### config.mk
export PLATFORM = sky130hd
export DESIGN_NAME = hazard_unit
export DESIGN_NICKNAME = d
export VERILOG_FILES = /design/src/rtl/hazard_unit.sv
export SDC_FILE = /design/constraint.sdc
export NUM_CORES = 1
export LEC_CHECK = 0
export CORE_MARGIN = 2
export CORE_UTILIZATION = 36
export CTS_CLUSTER_SIZE = 30
export DETAILED_ROUTE_END_ITERATION = 8
export GPL_ROUTABILITY_DRIVEN = 1
export PLACE_DENSITY = 0.73
export SYNTH_ARGS = -nofsm -noshare
export SYNTH_HDL_FRONTEND = slang
export SYNTH_SLANG_ARGS = --single-unit
### constraint.sdc
create_clock -name clk -period 1.75 [get_ports clk]
set_input_delay 0.35 -clock clk [delete_from_list [all_inputs] [get_ports clk]]
set_output_delay 0.35 -clock clk [all_outputs]
set_load 0.02 [all_outputs]
### src/rtl/hazard_unit.sv
// Load-use / flag stall and branch flush control for the in-order pipeline.
// Define HAZARD_STATS_EN to add the stall_cnt / flush_cnt statistics ports.
module hazard_unit #(
  parameter int unsigned BRANCH_PENALTY = 3
) (
  input  logic       clk,
  input  logic       rst,
  input  logic       id_valid,
  input  logic [4:0] id_rn,
  input  logic [4:0] id_rm,
  input  logic       id_uses_rm,
  input  logic       id_mem_read,
  input  logic       id_reg_write,
  input  logic [4:0] id_rd,
  input  logic       id_set_flags,
  input  logic       id_flag_branch,
  input  logic       br_taken,
  output logic       bubble_ctrl,
  output logic       pc_write_en,
  output logic       ifid_write_en,
  output logic       ifid_flush
`ifdef HAZARD_STATS_EN
  ,
  output logic [15:0] stall_cnt,
  output logic [15:0] flush_cnt
`endif
);

  typedef enum logic {RUN, FLUSH} state_t;

  localparam logic [2:0] PEN_M1 = 3'(BRANCH_PENALTY - 1);
  localparam logic [4:0] XZR = 5'd31;

  state_t     state, state_n;
  logic [2:0] flush_left, left_n;

  logic [4:0] ex_rd;
  logic       ex_mem_read;
  logic       ex_reg_write;
  logic       ex_set_flags;

  logic       load_use;
  logic       flag_haz;
  logic       stall_now;

  assign load_use = id_valid & ex_mem_read & ex_reg_write
                  & (ex_rd != XZR)
                  & ((ex_rd == id_rn)
                     | (id_uses_rm & (ex_rd == id_rm)));

  assign flag_haz = id_valid & id_flag_branch & ex_set_flags;

  // EX shadow: what ID issues this cycle, or nothing if bubbled
  always_ff @(posedge clk or posedge rst) begin
    if (rst) begin
      ex_rd        <= '0;
      ex_mem_read  <= 1'b0;
      ex_reg_write <= 1'b0;
      ex_set_flags <= 1'b0;
    end else if (bubble_ctrl || !id_valid) begin
      ex_rd        <= '0;
      ex_mem_read  <= 1'b0;
      ex_reg_write <= 1'b0;
      ex_set_flags <= 1'b0;
    end else begin
      ex_rd        <= id_rd;
      ex_mem_read  <= id_mem_read;
      ex_reg_write <= id_reg_write;
      ex_set_flags <= id_set_flags;
    end
  end

  // FSM state and flush down-counter
  always_ff @(posedge clk or posedge rst) begin
    if (rst) begin
      state      <= RUN;
      flush_left <= '0;
    end else begin
      state      <= state_n;
      flush_left <= left_n;
    end
  end

  // Next state: a taken branch always (re)starts the flush window
  always_comb begin
    state_n = state;
    left_n  = flush_left;
    if (br_taken) begin
      if (BRANCH_PENALTY == 1) begin
        state_n = RUN;
        left_n  = '0;
      end else begin
        state_n = FLUSH;
        left_n  = PEN_M1;
      end
    end else if (state == FLUSH) begin
      if (flush_left <= 3'd1) begin
        state_n = RUN;
        left_n  = '0;
      end else begin
        left_n  = flush_left - 3'd1;
      end
    end
  end

  // Outputs: flush beats stall; reset holds the pipeline free-running
  always_comb begin
    bubble_ctrl   = 1'b0;
    pc_write_en   = 1'b1;
    ifid_write_en = 1'b1;
    ifid_flush    = 1'b0;
    stall_now     = 1'b0;
    if (!rst) begin
      unique case (1'b1)
        (br_taken || state == FLUSH): begin
          bubble_ctrl = 1'b1;
          ifid_flush  = 1'b1;
        end
        (!br_taken && state == RUN
         && (load_use || flag_haz)): begin
          bubble_ctrl   = 1'b1;
          pc_write_en   = 1'b0;
          ifid_write_en = 1'b0;
          stall_now     = 1'b1;
        end
        default: ;
      endcase
    end
  end

`ifdef HAZARD_STATS_EN
  // Saturating statistics counters
  always_ff @(posedge clk or posedge rst) begin
    if (rst) begin
      stall_cnt <= '0;
      flush_cnt <= '0;
    end else begin
      if (stall_now && stall_cnt != 16'hFFFF)
        stall_cnt <= stall_cnt + 16'd1;
      if (ifid_flush && flush_cnt != 16'hFFFF)
        flush_cnt <= flush_cnt + 16'd1;
    end
  end
`endif

endmodule
Word-level counts from Yosys, hierarchy flattened
Index checks and enable logic that the tools add are counted.
Widths: inputs -> output; s select.

storage, ports and cells
  register bits = 12
  bits of input ports = 24
  output and inout port bits = 4

operators by class
  $add $sub $neg = 1
  magnitude comparators = 1
  equality and inequality tests = 3
  mux-type cells = 16
  bitwise gates (word level) = 9
  reduce and logical (&&, ||, !) cells = 9

operator list
  kind                 count
  $mux 1               12
  $eq 5x5->1           2
  $mux 3               3
  $and 1x1->1          7
  $mux 5               1
  $ne 5x5->1 const B   1
  $le 3x1->1 const B   1
  $logic_or 1x1->1     3
  $sub 3x1->3 const B  1
  $logic_and 1x1->1    2
  $logic_not 1->1      2
  $reduce_bool 2->1    1
  $reduce_or 2->1      1
  $not 1->1            1
  $or 1x1->1           1

Longest topological paths before layout
  word-level depth = 11
  depth in mapped cells = 6

Worst setup path after synthesis
Ideal clock, no wire load.

  path kind = flip-flop to output port
  start = register ex_rd[4]
  end = output port pc_write_en
  data arrival time = 1.663 ns
  data required time = 1.400 ns
  setup slack = -0.263 ns
  stages on the path, launching flop included = 7
  cells stage by stage = dfrtp_1 -> xnor2_1 -> nand3_1 -> o22ai_2 -> a2bb2oi_1 -> or4_1 -> buf_4

between the ends
  cells in the longest elaborated chain, start to end = 8
  elaborated cells on any way between the ends = 11
  those cells by class = 3 x eq/ne; 2 x mux; 4 x bitwise; 2 x reduce/logical

ends and longest elaborated chain
  item                    RTL line  RTL
  start, declared         37        logic [4:0] ex_rd;
  start signal, assigned  66        ex_rd <= id_rd;
  $eq 5x5->1              49        | (id_uses_rm & (ex_rd == id_rm)));
  $and 1x1->1             49
  $or 1x1->1              49
  $and 1x1->1 *           48        & ((ex_rd == id_rn)
  $logic_or 1x1->1 *      120       && (load_use || flag_haz)): begin
  $logic_and 1x1->1 *     120
  $mux 1 * (2 in a row)   --
  end, declared           19        output logic pc_write_en,

Mark *: on every way between the ends. The rest lies on a longest branch, timed or not.

Worst setup path in the final report
  start = register ex_rd[4]
  end = output port pc_write_en

between the ends
  cells in the longest elaborated chain, start to end = 8
  elaborated cells on any way between the ends = 11
  those cells by class = 3 x eq/ne; 2 x mux; 4 x bitwise; 2 x reduce/logical

ends and longest elaborated chain
  item                 RTL line  RTL
  $eq 5x5->1           49
  $and 1x1->1          49
  $or 1x1->1           49
  $and 1x1->1 *        48
  $logic_or 1x1->1 *   120
  $logic_and 1x1->1 *  120
  $mux 1 *             114       unique case (1'b1)
  $mux 1 *             113       if (!rst) begin

Marks and branches as above.

==> results.json <==
{
  "synth_common_cells": "dfrtp_1, xnor2_1, and2_1",
  "timing.final.hold_violations": 0,
  "cts_buffers": 3,
  "die_w_um": 46.3,
  "fin_area_um2": 1050,
  "yosys_warnings": 0,
  "numPortBuffers": 27,
  "setup_ws_ns": -0.428,
  "drive_above_1_share_pct": 23.0,
  "maxSlewHeadroom_pct": 74.1,
  "tritoncts": "yes",
  "yosysMostFrequentCell": "dfrtp_1",
  "cp_max_fo": 3,
  "syn_area_um2": 643,
  "first_iter_violations": 3,
  "grt_max_degree": 13,
  "ys_ff_latch": 12,
  "avgSynthCellArea_um2": 10.4,
  "start_kind": "register",
  "clkLatencyLatePin_ns": 0.26,
  "grt_pass1_vias": 529,
  "cp_data_required_time_ns": 1.40,
  "outcome": "finished, violations left",
  "antenna_cells": 0,
  "hold_slack_ns": 0.496,
  "synthTopCellsByArea": "dfrtp_1, xnor2_1, and2_1",
  "totalWireLength_mm": 1.26,
  "fin_skew_ns": 0.00352,
  "path_cells": "xnor2_1 -> nand3_1 -> o22ai_2 -> a2bb2oi_2 -> or4_4 -> buf_6",
  "crit_type": "register to primary output",
  "coreArea_um2": 1710,
  "synth_top_area_share_pct": 46.7,
  "cpMaxStageDelayCell": "or4_4",
  "htreeDepth": 1,
  "via_count": 548,
  "die_h_um": 46.3,
  "leakage_nw": 0.466,
  "synth_edf_count": 0,
  "hpwl_mm": 1.09,
  "vias_per_cell": 4.38,
  "arrival_ns": 1.83,
  "antenna_found_initial": 0,
  "synth_cells": 62,
  "ys_seq_area_share_pct": 46.7,
  "hold_path_class": "register to register",
  "ys_types": 21,
  "wl_per_cell_um": 10.0,
  "fmax_ghz": 0.459,
  "clock-sinks": 12,
  "violations": "setup timing",
  "grt_pass1_wl_mm": 2.15,
  "first_pass_iters": 2,
  "area_growth_pct": 63.0,
  "overflow": 0,
  "nFillCells": 150,
  "antenna_left": 0,
  "synth-async-reset-ratio_pct": 100,
  "ir_worst_vdd_mv": 0.522,
  "dpl-instance-area_um2": 993,
  "tightest_slew_ns": 0.388,
  "num_rows": 15,
  "path_clk_slew_ns": 0.07,
  "drv_cap": 0,
  "hold_buffers": 0,
  "setup_viol": 3,
  "min_period_ns": 2.18,
  "place.gp.congestion": 0.796,
  "synth_nets": 88,
  "track_usage_pct": 14.6,
  "nets": 127,
  "ioPinCount": 28,
  "max_stage_delay_ns": 0.43,
  "clk_path_buf_depth": 2,
  "initial_core_util_pct": 37.7,
  "drv_slew": 0,
  "synth_ff_type": "dfrtp_1",
  "yosysTopAreaCell": "dfrtp_1",
  "endpoint_kind": "primary output",
  "route.detailed.drc": 0,
  "min_period_over_period_pct": 124,
  "power.density_nw_per_um2": 870,
  "root_buffer": "clkbuf_4",
  "die-area_um2": 2140,
  "rsz0062_at_grt": "yes"
}
==> cell families after synthesis <==
family | Yosys count | share of synthesized area, %
xor gates and xnor gates | 10 | 13.6
adders and majority gates | 2 | 3.89
and+or+nand+nor | 20 | 16.5
buffers and inverters | 6 | 4.09
DFF | 12 | 46.7
AOI/OAI and AO/OA | 11 | 13.4
muxes | 1 | 1.75
==> power by group <==
group	total, W	internal, W	switching [W]
Combinational	0.000337	0.000175	0.000161
Clock	0.000209	0.000126	0.0000833
Sequential	0.000366	0.000332	0.0000338
==> flip-flops by register name, indices dropped and copies added, names as in the netlist <==
| signal | count |
|---|---|
| state | 1 |
| ex_reg_write | 1 |
| ex_set_flags | 1 |
| flush_left | 3 |
| ex_rd | 5 |
| ex_mem_read | 1 |
==> cell usage in the layout, fill, tap and decap left out, types with 2 or more instances in the layout <==
| master | instances |
|---|---|
| a21oi_1 | 2 |
| buf_4 | 9 |
| inv_1 | 5 |
| xnor2_1 | 10 |
| nand2_1 | 4 |
| dlygate4sd2_1 | 10 |
| nor2_1 | 2 |
| nand3_1 | 2 |
| and2_1 | 8 |
| a31oi_1 | 2 |
| ha_1 | 2 |
| dfrtp_1 | 12 |
| clkdlybuf4s50_1 | 13 |
| buf_6 | 2 |
| clkbuf_4 | 3 |
==> final timing paths <==
kind / end / cells after the start / startpoint / slack (ns)
worst max-delay path: pc_write_en / 6 / ex_rd[4] / -0.43
worst min-delay path: flush_left[2] / 1 / flush_left[2] / 0.50
worst max register to register: ex_rd[1] / 6 / ex_rd[3] / 0.21
worst min register to register: flush_left[2] / 1 / flush_left[2] / 0.50
max in group asynchronous: ex_rd[1] / 4 / rst / 0.97
min in group asynchronous: ex_set_flags / 4 / rst / 0.64
==> routing by layer <==
layer,wire length (um),track usage (%)
met1,571,17.4
met2,639,23.6
met3,26,2.35
met4,19,10.3
met5,0,0
==> what timing repair did <==
| item | in CTS | in global routing |
|---|---|---|
| pin swaps | 14 | 5 |
| setup buffers | 1 | 0 |
| setup endpoints to repair | 4 | 9 |
| cloned | 0 | 0 |
| gates resized for setup | 33 | 3 |
==> critical path, delay by kind of cell, from the launching register on <==
kind,cells,cell delay [ns]
and+or+nand+nor,2,0.54
buffers and inverters,1,0.15
DFF,1,0.41
AOI/OAI and AO/OA,2,0.29
xor gates and xnor gates,1,0.18
==> cell type report <==
cell class	instances	area (um2)	area share [%]
well taps	25	31.3	2.98
repair buffers	35	313	29.8
multi-input cells	44	349	33.3
clock buffers	4	36.3	3.46
inverters	5	18.8	1.79
flip-flops and latches	12	300	28.6
==> stage by stage <==
step	setup slack, ns	utilization [%]	total power [W]	TNS, ns	instances
floorplan	-0.168	-	0.000567	-0.168	62
CTS	-0.487	60.8	0.000913	-1.21	125
global placement	-0.897	58.2	0.000689	-4.25	120
detailed placement	-0.917	58.2	0.000706	-4.60	120
finish	-0.428	61.4	0.000912	-1.10	125
global route	-0.561	61.4	0.000985	-1.50	125
Power figures use the tool's default switching activity.
